**src/rtl/fetch_queue.sv**
```systemverilog
// Instruction fetch stage: PC register, credit-limited fetch requests, and an
// in-order prefetch queue presenting {instr, pc} to decode. Redirects drain stale responses.
module fetch_queue #(
  parameter logic [31:0] RESET_PC = 32'h0000_0000,
  parameter int          DEPTH    = 2
) (
  input  logic        clk,
  input  logic        reset,
  output logic        imem_req_valid,
  output logic [31:0] imem_req_addr,
  input  logic        imem_req_ready,
  input  logic        imem_rsp_valid,
  input  logic [31:0] imem_rsp_data,
  input  logic        redirect_valid,
  input  logic [31:0] redirect_pc,
  output logic        dec_valid,
  output logic [31:0] dec_instr,
  output logic [31:0] dec_pc,
  input  logic        dec_ready
);
  localparam int PW = $clog2(DEPTH);
  localparam int CW = $clog2(DEPTH + 1);
  localparam logic [CW:0] DEPTH_C = (CW+1)'(DEPTH);

  typedef enum logic {FETCH, DRAIN} state_t;

  state_t        state, state_n;
  logic [31:0]   pc, pc_n;
  logic [CW-1:0] outstanding, outstanding_n, count, count_n, drop, drop_n;
  logic [PW-1:0] head, tail;
  logic [31:0]   q_instr [DEPTH];
  logic [31:0]   q_pc    [DEPTH];

  logic        accept, rsp_take, push, pop, clear;
  logic [31:0] rsp_pc;
  logic        unused_bits;

  assign unused_bits = ^redirect_pc[1:0];

  assign imem_req_valid = (state == FETCH) && (({1'b0, outstanding} + {1'b0, count}) < DEPTH_C);
  assign imem_req_addr  = pc;
  assign dec_valid      = (count != '0) && (state == FETCH);
  assign dec_instr      = (count != '0) ? q_instr[head] : '0;
  assign dec_pc         = (count != '0) ? q_pc[head]    : '0;

  assign accept   = imem_req_valid && imem_req_ready;
  assign rsp_take = imem_rsp_valid && (outstanding != '0);
  assign push     = (state == FETCH) && rsp_take && !redirect_valid;
  assign pop      = dec_valid && dec_ready;
  assign clear    = redirect_valid;
  // In FETCH every outstanding request is live and consecutive, so the oldest
  // one (the one answering now) sits outstanding words behind pc.
  assign rsp_pc   = pc - 32'({outstanding, 2'b00});

  always_comb begin
    state_n       = state;
    pc_n          = accept ? pc + 32'd4 : pc;
    outstanding_n = outstanding + CW'(accept) - CW'(rsp_take);
    drop_n        = drop;
    count_n       = count + CW'(push) - CW'(pop);
    if (state == DRAIN) begin
      drop_n = drop - CW'(rsp_take);
      if (drop_n == '0) state_n = FETCH;
    end
    if (redirect_valid) begin
      pc_n    = {redirect_pc[31:2], 2'b00};
      drop_n  = outstanding_n;
      count_n = '0;
      state_n = (outstanding_n != '0) ? DRAIN : FETCH;
    end
  end

  always_ff @(posedge clk) begin
    if (reset) begin
      state       <= FETCH;
      pc          <= RESET_PC;
      outstanding <= '0;
      count       <= '0;
      drop        <= '0;
      head        <= '0;
      tail        <= '0;
    end else begin
      state       <= state_n;
      pc          <= pc_n;
      outstanding <= outstanding_n;
      count       <= count_n;
      drop        <= drop_n;
      if (clear)     head <= '0;
      else if (pop)  head <= head + 1'b1;
      if (clear)     tail <= '0;
      else if (push) tail <= tail + 1'b1;
    end
  end

  always_ff @(posedge clk) begin
    if (push) begin
      q_instr[tail] <= imem_rsp_data;
      q_pc[tail]    <= rsp_pc;
    end
  end
endmodule
```
**config.mk**
```make
export PLATFORM = sky130hd
export DESIGN_NAME = fetch_queue
export DESIGN_NICKNAME = d
export VERILOG_FILES = /design/src/rtl/fetch_queue.sv
export SDC_FILE = /design/constraint.sdc
export NUM_CORES = 1
export LEC_CHECK = 0
export BUFFER_PORTS_ARGS = -buffer_cell sky130_fd_sc_hd__buf_2
export CORE_AREA = 3 3 128 130
export DETAILED_ROUTE_END_ITERATION = 10
export DIE_AREA = 0 0 131 133
export PLACE_DENSITY = 0.74
export RECOVER_POWER = 25
export SLEW_MARGIN = 20
export SYNTH_ARGS = -nofsm -noshare
export SYNTH_HDL_FRONTEND = slang
export SYNTH_SLANG_ARGS = --single-unit
```
**constraint.sdc**
```tcl
create_clock -name clk -period 5.85 [get_ports clk]
set_clock_uncertainty 0.1 [all_clocks]
set_input_delay 1.17 -clock clk [delete_from_list [all_inputs] [get_ports clk]]
set_output_delay 1.17 -clock clk [all_outputs]
set_load 0.02 [all_outputs]
```
==> metrics <==
fin crit share=0.686; DRT antenna net count=0; CTS H-tree lvls=4; yosys warns=0; failing checks=max-capacitance violations, max-slew violations; share of layout cells above drive strength 1=0.233; First DRT Iteration DRCs=417; Highest Clock Rate=0.249 GHz; Fin Setup TNS=0 ns; NumNets Final=884; Power Density=331 nW/µm²; first-pass GRT wire length=27,300 µm; routed wire length=17,700 µm; Vias=5,706; Hold Crit Class=reg2reg; Worst-path clk slew=0.07 ns; Synth-to-Final Area Change=19.9%; Max Transition Viols Final=40; Peak VDD IR=191 µV; status=finished with violations; utilization after layout=0.603; Yosys top cell by area=edfxtp_1; Setup Fix Bufs, Post-CTS=0; WL per Instance=17.2 µm; TritonCTS Buffers=17; crit start category=input pin; CP top delay family=buffers and inverters; top post-synthesis cells by area=edfxtp_1, dfxtp_1, mux2i_1; IO buf count=161; Core ar.=15,300 µm²; number of distinct library cells after synthesis=48; Die Y=133 µm; LEAKAGE=3.38 nW; global placer's final weighted congestion=0.930; Worst Path Max Fanout=33; sequence of cells on the critical path=clkbuf_1 -> clkinv_1 -> buf_4 -> and4_1 -> a2111oi_0; vias per cell=5.55; DP HPWL=12,000 µm; Post-Syn Area=7670 µm²; Hold WS=0.424 ns; die area=17,400 µm²; hold_buf cts=0; vias in the first global route=5,512; Buf/Inv on CP=3; setup violators final=0; GRT Total Usage=0.200; Final min period=4.01 ns; Post-Syn Instances=667; RSZ-0062 raised after global routing=false; CP max stage cell=clkinv_1; post-synthesis sequential area ratio=0.590; Die X=131 µm; Starting Density=0.503; critical path depth=5; GR Overflow Total=0; final hold vios=0; Clk Tree Root Cell=clkbuf_16; io pins=168; critical path class=in2reg; CTS tree=yes; Worst Tran Pin Value=1.83 ns; initial antenna violation count=0; Mean Syn Cell Area=11.5 µm²; Synth Flop Type=edfxtp_1; worst-case reg-to-reg path depth=7; antenna cells=0; post-synthesis async set-or-reset flop share=0; area share of the largest cell type after synthesis=0.485; Synth Register Bits=164; max_cap viols=1; Hold Crit Depth=2; Post-CTS Resized=0; Worst EP arrival=4.19 ns; Post-synth EDFFs=124; Post-route DRC=0; max_slew headroom=-0.217; row count=45; CP max stage delay=1.03 ns; Worst EP required=6.03 ns; drt pass-1 iters=5; clock sinks=164; largest net degree at the start of global routing=63; Worst-Skew Late Latency=0.42 ns; clk buf depth=2; Crit. End Element=flip-flop
final cells by class:
cell class	count	area, µm²
timing repair buffer	167	845
multi-input combinational	430	2860
fill	1272	6050
clock buffer	18	429
clock inverter	14	189
tap	211	264
inverter	24	90.1
sequential	164	4530
metal layers:
layer  GRT usage  part of all wire  wire [µm]
met5           0                 0          0
met4      0.0697             0.023        404
met3      0.0480             0.077       1370
met2       0.324              0.48       8470
met1       0.262              0.42       7490
cell usage in the layout (no fill, tap or decap), drive strengths merged, types with 3 or more instances in the layout:
cell and instances:
xor2 11, mux2i 62, edfxtp 124, nand2 21
o21ai 9, o31ai 7, buf 148, a311oi 13
nand3 20, nor3b 3, nand4b 3, dfxtp 40
or4 14, o211ai 3, and2 6, inv 32
ha 8, a211oi 12, nor2 116, or3 12
or2 5, a21oi 7, bufinv 3, nand4 16
xnor2 30, nor4 10, clkbuf 37, a2111oi 3
nor3 12, conb 4, and4 3
Yosys cell counts (2+ instances only):
cell type	number
a31oi_1	2
nand4_1	16
buf_4	4
o211ai_1	3
o311a_1	2
and4_1	3
edfxtp_1	124
a221oi_1	2
a2111oi_0	3
buf_1	7
o31ai_1	7
and2_1	6
and3_1	2
o21ai_0	9
nand4b_1	3
a211oi_1	12
buf_6	2
xor2_1	11
clkbuf_1	39
or2_2	5
nor3b_1	3
a311oi_1	13
nand3b_1	2
dfxtp_1	40
ha_1	8
nand2_1	21
a21oi_1	7
nor3_1	12
xnor2_1	30
inv_1	22
mux2i_1	62
nor4_1	10
o31a_1	2
fa_1	2
nand3_1	20
or3_1	12
nor2_1	116
or4_1	13
sequential cells by signal, indices dropped and copies added, names as in the netlist, named ones only:
name           count
state              1
count              2
head               1
tail               1
outstanding        2
drop               2
q_instr           64
q_pc              60
imem_req_addr     30
where the power goes:
part	total, mW	switching [mW]	internal, mW
sequential	1.42	0.0671	1.35
clock	1.16	0.469	0.687
combinational	0.470	0.303	0.168
total	3.05	0.839	2.21
worst reg2reg max path, cell delays in order, from the launching register on:
cell and delay [ns]:
dfxtp_1 0.40, and2_1 0.16, fa_1 0.47, nor4b_4 0.64
inv_2 0.27, or4_4 0.61, or4_1 0.51, a311oi_1 0.25
cell families after synthesis:
family | Yosys count | share of synthesized area
flops | 164 | 0.590
mux | 62 | 0.0809
buf+inv | 76 | 0.0411
xor+xnor | 41 | 0.0468
compound gates | 65 | 0.0624
simple gates | 248 | 0.161
fa+ha+maj | 10 | 0.0183
other cells | 1 | 0.000489
stage by stage:
| step | cell area (µm²) | worst slack, ns | total power, mW | cells |
|---|---|---|---|---|
| finish | 9210 | 1.84 | 3.05 | 1028 |
| global route | 9210 | 1.64 | 3.18 | 1028 |
| CTS | 9210 | 2.03 | 3.08 | 1027 |
| detailed placement | 8590 | 1.92 | 1.92 | 995 |
| global placement | 8590 | 2.14 | 1.90 | 995 |
| floorplan | 7690 | 0.977 | 1.77 | 670 |
final timing paths:
check                       from                        endpoint  slack, ns
max               redirect_valid  imem_req_addr[23]$_SDFFE_PP0P_       1.84
min            head$_SDFFE_PP0P_                       flip-flop       0.42
max reg2reg  count[0]$_SDFF_PP0_  imem_req_addr[19]$_SDFFE_PP0P_       2.32
min reg2reg    head$_SDFFE_PP0P_                       flip-flop       0.42
No activity file was read; power rests on OpenSTA's default activity.
